**src/rtl/prescaled_counter.sv**
```systemverilog
// rtl/prescaled_counter.sv - programmable prescaler driving an up/down modulo counter
// with synchronous load and registered step (TICK) and wrap (TC) pulses.
module prescaled_counter #(
  parameter int WIDTH     = 8,
  parameter int DIV_WIDTH = 22
) (
  input  logic                 CLK,
  input  logic                 RESETN,
  input  logic                 CE,
  input  logic [DIV_WIDTH-1:0] DIV,
  input  logic                 UP,
  input  logic [WIDTH-1:0]     MAX,
  input  logic                 LD,
  input  logic [WIDTH-1:0]     LDVAL,
  output logic [WIDTH-1:0]     O,
  output logic                 TICK,
  output logic                 TC
);

  logic [DIV_WIDTH-1:0] p_q, p_d;
  logic [WIDTH-1:0]     o_q, o_d;
  logic                 tick_q, tick_d;
  logic                 tc_q, tc_d;
  logic                 step;
  logic                 wrap;

  // >= rather than == so lowering DIV below the running count forces a step
  assign step = CE && (p_q >= DIV);

  // Out-of-range values (O > MAX after MAX is lowered) count as a wrap either way
  assign wrap = UP ? (o_q >= MAX) : ((o_q == '0) || (o_q > MAX));

  always_comb begin
    p_d    = p_q;
    o_d    = o_q;
    tick_d = 1'b0;
    tc_d   = 1'b0;

    if (LD) begin
      p_d = '0;
      o_d = (LDVAL > MAX) ? MAX : LDVAL;
    end else if (step) begin
      p_d    = '0;
      tick_d = 1'b1;
      tc_d   = wrap;
      if (UP) begin
        o_d = wrap ? '0 : o_q + WIDTH'(1);
      end else begin
        o_d = wrap ? MAX : o_q - WIDTH'(1);
      end
    end else if (CE) begin
      p_d = p_q + DIV_WIDTH'(1);
    end
  end

  always_ff @(posedge CLK or negedge RESETN) begin
    if (!RESETN) begin
      p_q    <= '0;
      o_q    <= '0;
      tick_q <= 1'b0;
      tc_q   <= 1'b0;
    end else begin
      p_q    <= p_d;
      o_q    <= o_d;
      tick_q <= tick_d;
      tc_q   <= tc_d;
    end
  end

  assign O    = o_q;
  assign TICK = tick_q;
  assign TC   = tc_q;

endmodule

```
**config.mk**
```make
export PLATFORM = sky130hd
export DESIGN_NAME = prescaled_counter
export DESIGN_NICKNAME = d
export VERILOG_FILES = /design/src/rtl/prescaled_counter.sv
export SDC_FILE = /design/constraint.sdc
export NUM_CORES = 1
export LEC_CHECK = 0
export CAP_MARGIN = 15
export CELL_PAD_IN_SITES_DETAIL_PLACEMENT = 0
export CELL_PAD_IN_SITES_GLOBAL_PLACEMENT = 1
export CORE_MARGIN = 5
export CORE_UTILIZATION = 44
export CTS_CLUSTER_DIAMETER = 100
export DETAILED_ROUTE_END_ITERATION = 16
export PLACE_DENSITY = 0.95
export SLEW_MARGIN = 20
export SYNTH_ARGS = -nofsm -noshare
export SYNTH_HDL_FRONTEND = slang
export SYNTH_SLANG_ARGS = --single-unit
export TNS_END_PERCENT = 30
```
**constraint.sdc**
```tcl
create_clock -name CLK -period 4.3 [get_ports CLK]
set_input_delay 0.43 -clock CLK [delete_from_list [all_inputs] [get_ports CLK]]
set_output_delay 0.43 -clock CLK [all_outputs]
set_load 0.02 [all_outputs]
```
==> impl_metrics.tcl <==
set metrics [dict create \
    synth_top_area_share_pct 26.4 \
    ys_async_sr_fraction_pct 100 \
    worst_clock_skew_ps 5.14 \
    grt_pass1_wl_mm 11.6 \
    drt_wl_total_mm 7.01 \
    die_y_um 93.1 \
    post_cts.repair.setup_buffers 0 \
    design.core.area_um2 6760 \
    rsz0062_at_grt "no" \
    critical_path_buf_inv_count 2 \
    worst_pin_slew_ps 856 \
    setup_viol 0 \
    end_kind "flop" \
    drt_iter0_markers 113 \
    yosysSeqAreaShare_pct 26.4 \
    yosysWarnings 0 \
    ys_top_cells_by_area "dfrtp_1 26%, ha_1 17%, inv_1 4.4%" \
    arrival_ps 2880 \
    power.total_uw 919 \
    cts_sinks 32 \
    die_w_um 93.1 \
    firstDrtPassIters 4 \
    io_pins 53 \
    grt_overflow 0 \
    numCtsBuffers 5 \
    setup_ws_ps 1560 \
    antenna_found_initial 0 \
    dp.cells 469 \
    fmax_mhz 365 \
    via_per_inst 5.52 \
    ant_nets 0 \
    htree_levels 2 \
    cts_buffer_depth 2 \
    grt_usage_pct 16.3 \
    final_layout_size_suffix_gt1_share_pct 9.57 \
    critPathLaunchType "primary input" \
    clk_pin_slew_worst_paths_ps 70 \
    fin_crit_sh_pct 63.7 \
    hold_slack_ps 558 \
    wire_per_inst_um 14.7 \
    synth_seq_cells 32 \
    slowest_stage "a21oi_4" \
    finalHoldViolCount 0 \
    final_nets 481 \
    synth_ff_type "dfrtp_1" \
    final_cells 477 \
    fin_crit_ps 2740 \
    root_buffer "clkbuf_8" \
    status "finished clean" \
    gp_congestion 0.861 \
    ctsHoldBuffers 0 \
    rows 30 \
    n_antenna_cell 0 \
    post-place-ws_ps 1260 \
    powerDensity_nw_per_um2 247 \
    crit_family "compound AO/OA/AOI/OAI gates" \
    yosys-top-cells-count "42 x ha_1, 36 x inv_1, 36 x nand2_1, 32 x dfrtp_1, 24 x nor3_1" \
    synth-edff-count 0 \
    syn_to_final_growth_pct 22.3 \
    syn_area_per_cell_um2 8.75 \
    grt_start_max_net_pins 33 \
    crit_chain "clkdlybuf4s50_1, inv_1, ha_1, and4_1, nand2_2, nor3_4, a31oi_4, a21oi_4, o221ai_2" \
    syn_inst 347 \
    critPathRequiredTime_ps 4440 \
    timing.slew.headroom_pct 42.8 \
    synth_nets 432 \
    ctsResizeCount 0 \
    die-area_um2 8670 \
    fin_setup_tns_ps 0 \
    initial_core_util_pct 45.0 \
    cpPeakStageDelay_ps 730 \
    first_global_vias 2586 \
    drc 0 \
    synth_area_um2 3040 \
    drv_slew 0 \
    cts_tree "done" \
    synth_cell_type_count 54 \
    static-leakage-power_uw 0.00169 \
    synth_top_area_cell "dfrtp_1" \
    path_max_fanout 27 \
    irDropWorstVdd_v 0.000136 \
    insertion_delay_ps 280 \
    dpl.hpwl_mm 5.51 \
    hp-class "in -> async" \
    setup.worst_path.class "in -> reg" \
    num_vias 2635 \
    yosysMostFrequentCell "ha_1" \
    port_buffers 52 \
    maxCapViolations 0 \
]
==> sequential cells by signal (all words and copies together) (netlist names) <==
register / flops
TICK: 1
O: 8
TC: 1
p_q: 22
==> per-layer routing <==
layer,vias up,GRT usage (%),share of wire (%)
met1,1222,22.1,48
met5,-,0,0
met3,4,3.38,5.0
met4,0,3.30,0.81
met2,63,26.9,47
li1,1346,-,-
==> final cells by class <==
type | instances | area (um2)
clock inverters | 3 | 42.5
clock buffers | 5 | 68.8
multi-input cells | 267 | 2030
inverters | 36 | 135
repair buffers | 54 | 536
fillers | 635 | 3040
well taps | 80 | 100
flip-flops and latches | 32 | 801
==> worst register-to-register path, stage by stage, from the launching register on <==
cell	delay [ps]
dfrtp_1	400
inv_1	90
ha_1	270
nand2b_1	90
a21oi_1	60
o21ai_0	370
a31oi_4	200
a21oi_4	730
o221ai_2	200
==> logic make-up after synthesis <==
group,share of synthesized area (%)
buffers and inverters,6.71
AO/OA/AOI/OAI,18.0
adder cells (fa/ha/maj),17.3
flip-flops,26.4
AND/OR/NAND/NOR,21.7
XOR/XNOR,6.92
multiplexers,2.97
==> cell usage in the layout (no fill, tap or decap), drive strengths merged, types with 7 or more instances in the layout <==
master / n
ha: 42
xnor2: 10
inv: 36
nand2b: 10
a22oi: 7
nor3: 25
nand4: 9
a21oi: 19
o21ai: 9
dfrtp: 32
nand3: 11
xor2: 14
nor2: 14
o221ai: 8
clkdlybuf4s50: 52
nand2: 37
mux2: 8
==> final timing paths <==
check | start | end | slack (ps) | depth (start not counted)
worst min-delay path | RESETN | p_q[4] | 560 | 2
worst max-delay path | DIV[16] | O[6] | 1560 | 9
max in group asynchronous | RESETN | p_q[13] | 3440 | 2
min in group CLK | p_q[19] | p_q[19] | 590 | 2
worst min register to register | p_q[19] | p_q[19] | 590 | 2
worst max register to register | p_q[0] | O[6] | 1750 | 8
==> through the flow <==
step           cell area (um2)  utilization, %
2_1_floorplan             3040               -
3_3_place_gp              3600            53.4
3_5_place_dp              3600            53.4
4_1_cts                   3720            55.0
5_1_grt                   3720            55.0
6_report                  3720            55.0
==> power by group <==
part	internal, uW	leakage [uW]	switching [uW]
clock network	171	0.0000541	115
logic	142	0.00121	145
registers	314	0.000431	31.8
No activity file was read; power rests on OpenSTA's default activity.
